**src/rtl/pd_frame_ctrl_pkg.sv**
```systemverilog
// Shared types for the "11010" frame sequencer: controller states, detector states
// and the detector output lag that the first-match position has to compensate for.
package pd_frame_ctrl_pkg;

  typedef enum logic [1:0] {
    ST_IDLE  = 2'd0,
    ST_SHIFT = 2'd1,
    ST_DRAIN = 2'd2,
    ST_DONE  = 2'd3
  } pd_state_e;

  // Detector states, named by the longest prefix of 11010 matched so far.
  typedef enum logic [2:0] {
    DS_NONE  = 3'd0,
    DS_1     = 3'd1,
    DS_11    = 3'd2,
    DS_110   = 3'd3,
    DS_1101  = 3'd4,
    DS_FOUND = 3'd5
  } pd_det_state_e;

  // Cycles between a bit entering the detector and its pattern_found reflecting it.
  localparam int PD_DET_LAT = 1;

endpackage

```
**src/rtl/pd_frame_serializer.sv**
```systemverilog
// Parallel-load shift register that presents a frame MSB-first, with the index of the bit on msb.
// Load/shift take effect on the next edge; no backpressure, the controller decides when to shift.
module pd_frame_serializer #(
  parameter int  FRAME_W = 16,
  localparam int IDX_W   = $clog2(FRAME_W)
) (
  input  logic               clk,
  input  logic               rst,
  input  logic               load,
  input  logic [FRAME_W-1:0] load_dat,
  input  logic               shift_en,
  output logic               msb,
  output logic [IDX_W-1:0]   bit_idx,
  output logic               last_bit
);

  logic [FRAME_W-1:0] shreg_q, shreg_d;
  logic [IDX_W-1:0]   bit_idx_q, bit_idx_d;

  always_ff @(posedge clk or negedge rst) begin
    if (!rst) begin
      shreg_q   <= '0;
      bit_idx_q <= '0;
    end else begin
      shreg_q   <= shreg_d;
      bit_idx_q <= bit_idx_d;
    end
  end

  always_comb begin
    shreg_d   = shreg_q;
    bit_idx_d = bit_idx_q;
    if (load) begin
      shreg_d   = load_dat;
      bit_idx_d = '0;
    end else if (shift_en) begin
      shreg_d   = {shreg_q[FRAME_W-2:0], 1'b0};
      bit_idx_d = bit_idx_q + IDX_W'(1);
    end
  end

  assign msb      = shreg_q[FRAME_W-1];
  assign bit_idx  = bit_idx_q;
  assign last_bit = (bit_idx_q == IDX_W'(FRAME_W - 1));

endmodule

```
**src/rtl/pd_frame_ctrl.sv**
```systemverilog
// Streams each accepted frame MSB-first into the 11010 detector and reports match count and first position.
// Result valid FRAME_W+1 edges after accept; result held in DONE until out_ready, no new frame taken meanwhile.
module pd_frame_ctrl
  import pd_frame_ctrl_pkg::*;
#(
  parameter int  FRAME_W = 16,
  parameter int  CNT_W   = 4,
  localparam int IDX_W   = $clog2(FRAME_W)
) (
  input  logic               clk,
  input  logic               rst,
  input  logic               in_valid,
  output logic               in_ready,
  input  logic [FRAME_W-1:0] in_frame,
  output logic               det_rst,
  output logic               det_bit,
  input  logic               det_found,
  output logic               out_valid,
  input  logic               out_ready,
  output logic [CNT_W-1:0]   out_count,
  output logic               out_sat,
  output logic [IDX_W-1:0]   out_first_pos
);

  localparam logic [CNT_W-1:0] CNT_MAX  = '1;
  localparam logic [IDX_W-1:0] LAST_POS = IDX_W'(FRAME_W - 1);

  pd_state_e        state_q, state_d;
  logic [CNT_W-1:0] count_q, count_d;
  logic             sat_q, sat_d;
  logic [IDX_W-1:0] first_pos_q, first_pos_d;
  logic             found_seen_q, found_seen_d;

  logic             ser_load;
  logic             ser_shift;
  logic             ser_msb;
  logic [IDX_W-1:0] ser_bit_idx;
  logic             ser_last;
  logic             acct_en;
  logic [IDX_W-1:0] acct_pos;

  pd_frame_serializer #(
    .FRAME_W (FRAME_W)
  ) u_ser (
    .clk      (clk),
    .rst      (rst),
    .load     (ser_load),
    .load_dat (in_frame),
    .shift_en (ser_shift),
    .msb      (ser_msb),
    .bit_idx  (ser_bit_idx),
    .last_bit (ser_last)
  );

  always_ff @(posedge clk or negedge rst) begin
    if (!rst) begin
      state_q      <= ST_IDLE;
      count_q      <= '0;
      sat_q        <= 1'b0;
      first_pos_q  <= '0;
      found_seen_q <= 1'b0;
    end else begin
      state_q      <= state_d;
      count_q      <= count_d;
      sat_q        <= sat_d;
      first_pos_q  <= first_pos_d;
      found_seen_q <= found_seen_d;
    end
  end

  always_comb begin
    state_d      = state_q;
    count_d      = count_q;
    sat_d        = sat_q;
    first_pos_d  = first_pos_q;
    found_seen_d = found_seen_q;
    in_ready     = 1'b0;
    det_rst      = 1'b0;
    det_bit      = 1'b0;
    out_valid    = 1'b0;
    ser_load     = 1'b0;
    ser_shift    = 1'b0;
    acct_en      = 1'b0;
    acct_pos     = '0;

    unique case (state_q)
      ST_IDLE: begin
        in_ready = 1'b1;
        det_rst  = 1'b1;
        if (in_valid) begin
          ser_load     = 1'b1;
          count_d      = '0;
          sat_d        = 1'b0;
          first_pos_d  = '0;
          found_seen_d = 1'b0;
          state_d      = ST_SHIFT;
        end
      end
      ST_SHIFT: begin
        det_bit   = ser_msb;
        ser_shift = 1'b1;
        acct_en   = 1'b1;
        // det_found now reflects the bit presented PD_DET_LAT cycles earlier.
        acct_pos  = ser_bit_idx - IDX_W'(PD_DET_LAT);
        if (ser_last) begin
          state_d = ST_DRAIN;
        end
      end
      ST_DRAIN: begin
        acct_en  = 1'b1;
        acct_pos = LAST_POS;
        state_d  = ST_DONE;
      end
      ST_DONE: begin
        out_valid = 1'b1;
        det_rst   = 1'b1;
        if (out_ready) begin
          state_d = ST_IDLE;
        end
      end
      default: state_d = ST_IDLE;
    endcase

    if (acct_en && det_found) begin
      if (count_q == CNT_MAX) begin
        sat_d = 1'b1;
      end else begin
        count_d = count_q + CNT_W'(1);
      end
      if (!found_seen_q) begin
        found_seen_d = 1'b1;
        first_pos_d  = acct_pos;
      end
    end
  end

  assign out_count     = count_q;
  assign out_sat       = sat_q;
  assign out_first_pos = first_pos_q;

endmodule
```
**config.mk**
```make
export PLATFORM = sky130hd
export DESIGN_NAME = pd_frame_ctrl
export DESIGN_NICKNAME = d
export VERILOG_FILES = /design/src/rtl/pd_frame_ctrl_pkg.sv /design/src/rtl/pd_frame_serializer.sv /design/src/rtl/pd_frame_ctrl.sv
export SDC_FILE = /design/constraint.sdc
export NUM_CORES = 1
export LEC_CHECK = 0
export CELL_PAD_IN_SITES_DETAIL_PLACEMENT = 0
export CELL_PAD_IN_SITES_GLOBAL_PLACEMENT = 1
export CORE_ASPECT_RATIO = 0.6
export CORE_MARGIN = 5
export CORE_UTILIZATION = 35
export DETAILED_ROUTE_END_ITERATION = 16
export PLACE_DENSITY_LB_ADDON = 0.12
export SLEW_MARGIN = 10
export SYNTH_ARGS = -nofsm -noshare
export SYNTH_HDL_FRONTEND = slang
export SYNTH_SLANG_ARGS = --single-unit
```
**constraint.sdc**
```tcl
create_clock -name clk -period 1.7 [get_ports clk]
set_input_delay 0.51 -clock clk [delete_from_list [all_inputs] [get_ports clk]]
set_output_delay 0.51 -clock clk [all_outputs]
set_load 0.02 [all_outputs]
```
==> flow_summary.toml <==
[status]
run_status = "finished, violations left"
violations = "setup timing"

[detailed_routing]
antenna_left = 0
drt_iter0_drc = 39
drc = 0
vias = 1283
viasPerCell = 4.700
routed_wl_mm = 3.720
wl_per_cell_um = 13.63
dr.pass1.iters = 4

[pwr]
power_leakage_nw = 1.042
clkPwrFrac = 0.143
vdd_drop_max_mv = 0.7316
powerDensity_mw_per_mm2 = 1860
p_seq_frac = 0.325
swShare = 0.3931
p_int_w = 0.002556
combPwrFrac = 0.531
p_sw_w = 0.001655

[die]
die_x_um = 97.23
io_pins = 34
die_height_um = 62.34
dieArea_mm2 = 0.006061
start_util = 0.3556
core-area_mm2 = 0.004493
rows = 19

[timing]
drv_slew = 0
finalCritPeriodShare = 1.016
min_period_ps = 1727
fmaxAchievable_mhz = 579.0
fin_skew_ps = 1.256
timing.final.ws_setup_ps = -27.07
finalHoldViolCount = 0
whs_ps = 474.2
relSlewSlack = 0.7378
worstMarginPinSlew_ps = 392.3
grt_setup_unrepaired = "true"
setup_violations = 1

[setup_path]
cp_cell_sequence = "inv_2, ha_4, inv_4, buf_6"
regToRegStartpoint = "state_q[0]"
worst_setup_path_start_kind = "register"
critPathMaxStageDelay_ps = 420
cpMaxStageDelayCell = "dfrtp_2"
cp.required_ps = 1190
cp_max_fo = 3
critPathCaptureType = "output pin"
crit_type = "reg2out"
critPathLaunch = "state_q[0]"
worstPathArrival_ps = 1220

[placement]
placed_area_mm2 = 0.002110
dpl_worst_slack_ps = -246.8
gp_congestion = 0.7429
port_buffers = 33
hpwl_mm = 2.642

[clocking]
insertion_delay_ps = 280
cts_tree = "done"
clk_path_buf_depth = 2
cts.sinks = 32
cts_hold_buf = 0
clk_pin_slew_ps = 60
cts_made_buffers = 5
cts-root-buf = "clkbuf_8"
ctsHtreeMaxLevel = 2

[finish]
syn_to_final_growth_pct = 41.66
final_util = 0.5038
final_area_mm2 = 0.002263
diodes = 0
drive_gt1_frac = 0.1667
nets = 238

[yosys]
synth.avg_cell_area_um2 = 10.05
synth_nets = 188
synth_seq_area_share = 0.5012
synth-seq-cells = 32
syn_area_mm2 = 0.001598
synth_cells = 159
ys_types = 25
ys_warn_count = 0

[global_route]
antenna_found_initial = 0
grt_pass1_vias = 1310
grt_max_degree = 33
gr-total-overflow = 0
grt_pass1_wl_mm = 6.320
track_usage = 0.1312

[flow_run]
drv_cap = 0

[min_path]
hp-class = "reg2reg"
hold_path_startpoint = "found_seen_q"
Yosys cell counts (all sizes together):
cell type / n / area (µm²)
or4: 1 / 7.510
dfrtp: 32 / 800.8
a21oi: 3 / 15.01
a222oi: 1 / 10.01
xnor2: 2 / 17.52
nand3: 9 / 45.04
nand4: 2 / 12.51
mux2i: 20 / 200.2
o21ai: 19 / 95.09
o211ai: 2 / 15.01
clkbuf: 5 / 18.77
nand3b: 1 / 7.510
xor2: 3 / 26.28
nand2: 25 / 93.84
and3b: 1 / 8.760
o21a: 1 / 7.510
buf: 2 / 10.01
inv: 11 / 41.29
o31ai: 1 / 7.510
o2111ai: 1 / 8.760
o32ai: 1 / 8.760
ha: 8 / 100.1
nor2: 5 / 18.77
a211o: 1 / 8.760
and2: 2 / 12.51
layout by cell type (no fill, tap or decap), types with 2 or more instances in the layout:
master           count
a21oi_1              3
buf_12               2
buf_4               12
buf_6                6
clkbuf_1             2
clkbuf_8             6
clkdlybuf4s50_1     20
dfrtp_1             31
dlygate4sd2_1        9
ha_1                 5
ha_4                 3
inv_1                8
inv_2                2
mux2i_1             20
nand2_1             25
nand3_1              9
nand4_1              2
nor2_1               5
o211ai_1             2
o21ai_0             19
xnor2_1              2
xor2_1               3
power groups by stage:
stage / combinational, W / sequential [W] / clock, W
after floorplan: 0.00119 / 0.00141 / 0
after global placement: 0.00202 / 0.00134 / 0
after detailed placement: 0.00208 / 0.00137 / 0
after CTS: 0.00208 / 0.00136 / 0.000626
after global routing: 0.00250 / 0.00142 / 0.000662
final: 0.00224 / 0.00137 / 0.000604
cells by family (layout without fill, tap and decap cells):
| kind of cell | after synthesis | count (layout) | share of synthesized area |
|---|---|---|---|
| simple gates | 46 | 46 | 0.1292 |
| flops | 32 | 32 | 0.5012 |
| compound gates | 30 | 30 | 0.1104 |
| fa+ha+maj | 8 | 8 | 0.06265 |
| mux | 20 | 20 | 0.1253 |
| xor+xnor | 5 | 5 | 0.02741 |
| buf+inv | 18 | 69 | 0.04385 |
critical path: cells and delay by family (launching register included):
family	cells	cell delay, ps
buffers and inverters	3	230
DFF	1	420
adders and majority gates	1	290
registers in the layout, indices dropped and copies added, names as in the netlist:
name / cells
found_seen_q: 1
out_count: 4
out_first_pos: 4
out_sat: 1
state_q: 2
u_ser.bit_idx: 4
u_ser.shreg_q: 16
per-stage QoR:
stage	total power (W)	setup TNS [ps]	instances
after floorplan	0.002601	0	159
after global placement	0.003360	-680.7	262
after detailed placement	0.003446	-863.3	262
after CTS	0.004060	-54.89	270
after global routing	0.004576	-243.2	273
final	0.004211	-27.07	273
worst paths after layout:
| check | endpoint | slack, ps | cells after the start |
|---|---|---|---|
| worst max-delay path | det_rst | -30 | 4 |
| worst min register to register | found_seen_q | 470 | 2 |
| max in group asynchronous | state_q[0] | 930 | 2 |
| worst min-delay path | found_seen_q | 470 | 2 |
| min in group asynchronous | out_first_pos[1] | 590 | 2 |
| worst max register to register | state_q[0] | 70 | 7 |
timing repair:
item	CTS	global route
endpoints found under the setup margin	14	6
hold endpoints to repair	0	0
gates resized for setup	37	8
pin swaps	1	3
setup buffers	0	3
final cells by class:
class                   instances  area (µm²)
fillers                       415        2230
flip-flops and latches         32       802.0
multi-input cells             109       767.0
repair buffers                 50       481.7
clock buffers                   8       90.09
well taps                      63       78.83
inverters                      11       43.79
per-layer routing:
| layer | up-vias | track usage | wire, µm |
|---|---|---|---|
| met5 | - | 0 | 0 |
| met4 | 0 | 0.06390 | 80 |
| met3 | 9 | 0.04251 | 146 |
| met2 | 18 | 0.2079 | 1694 |
| met1 | 608 | 0.1621 | 1798 |
| li1 | 648 | - | - |
(Power assumes the default switching activity.)
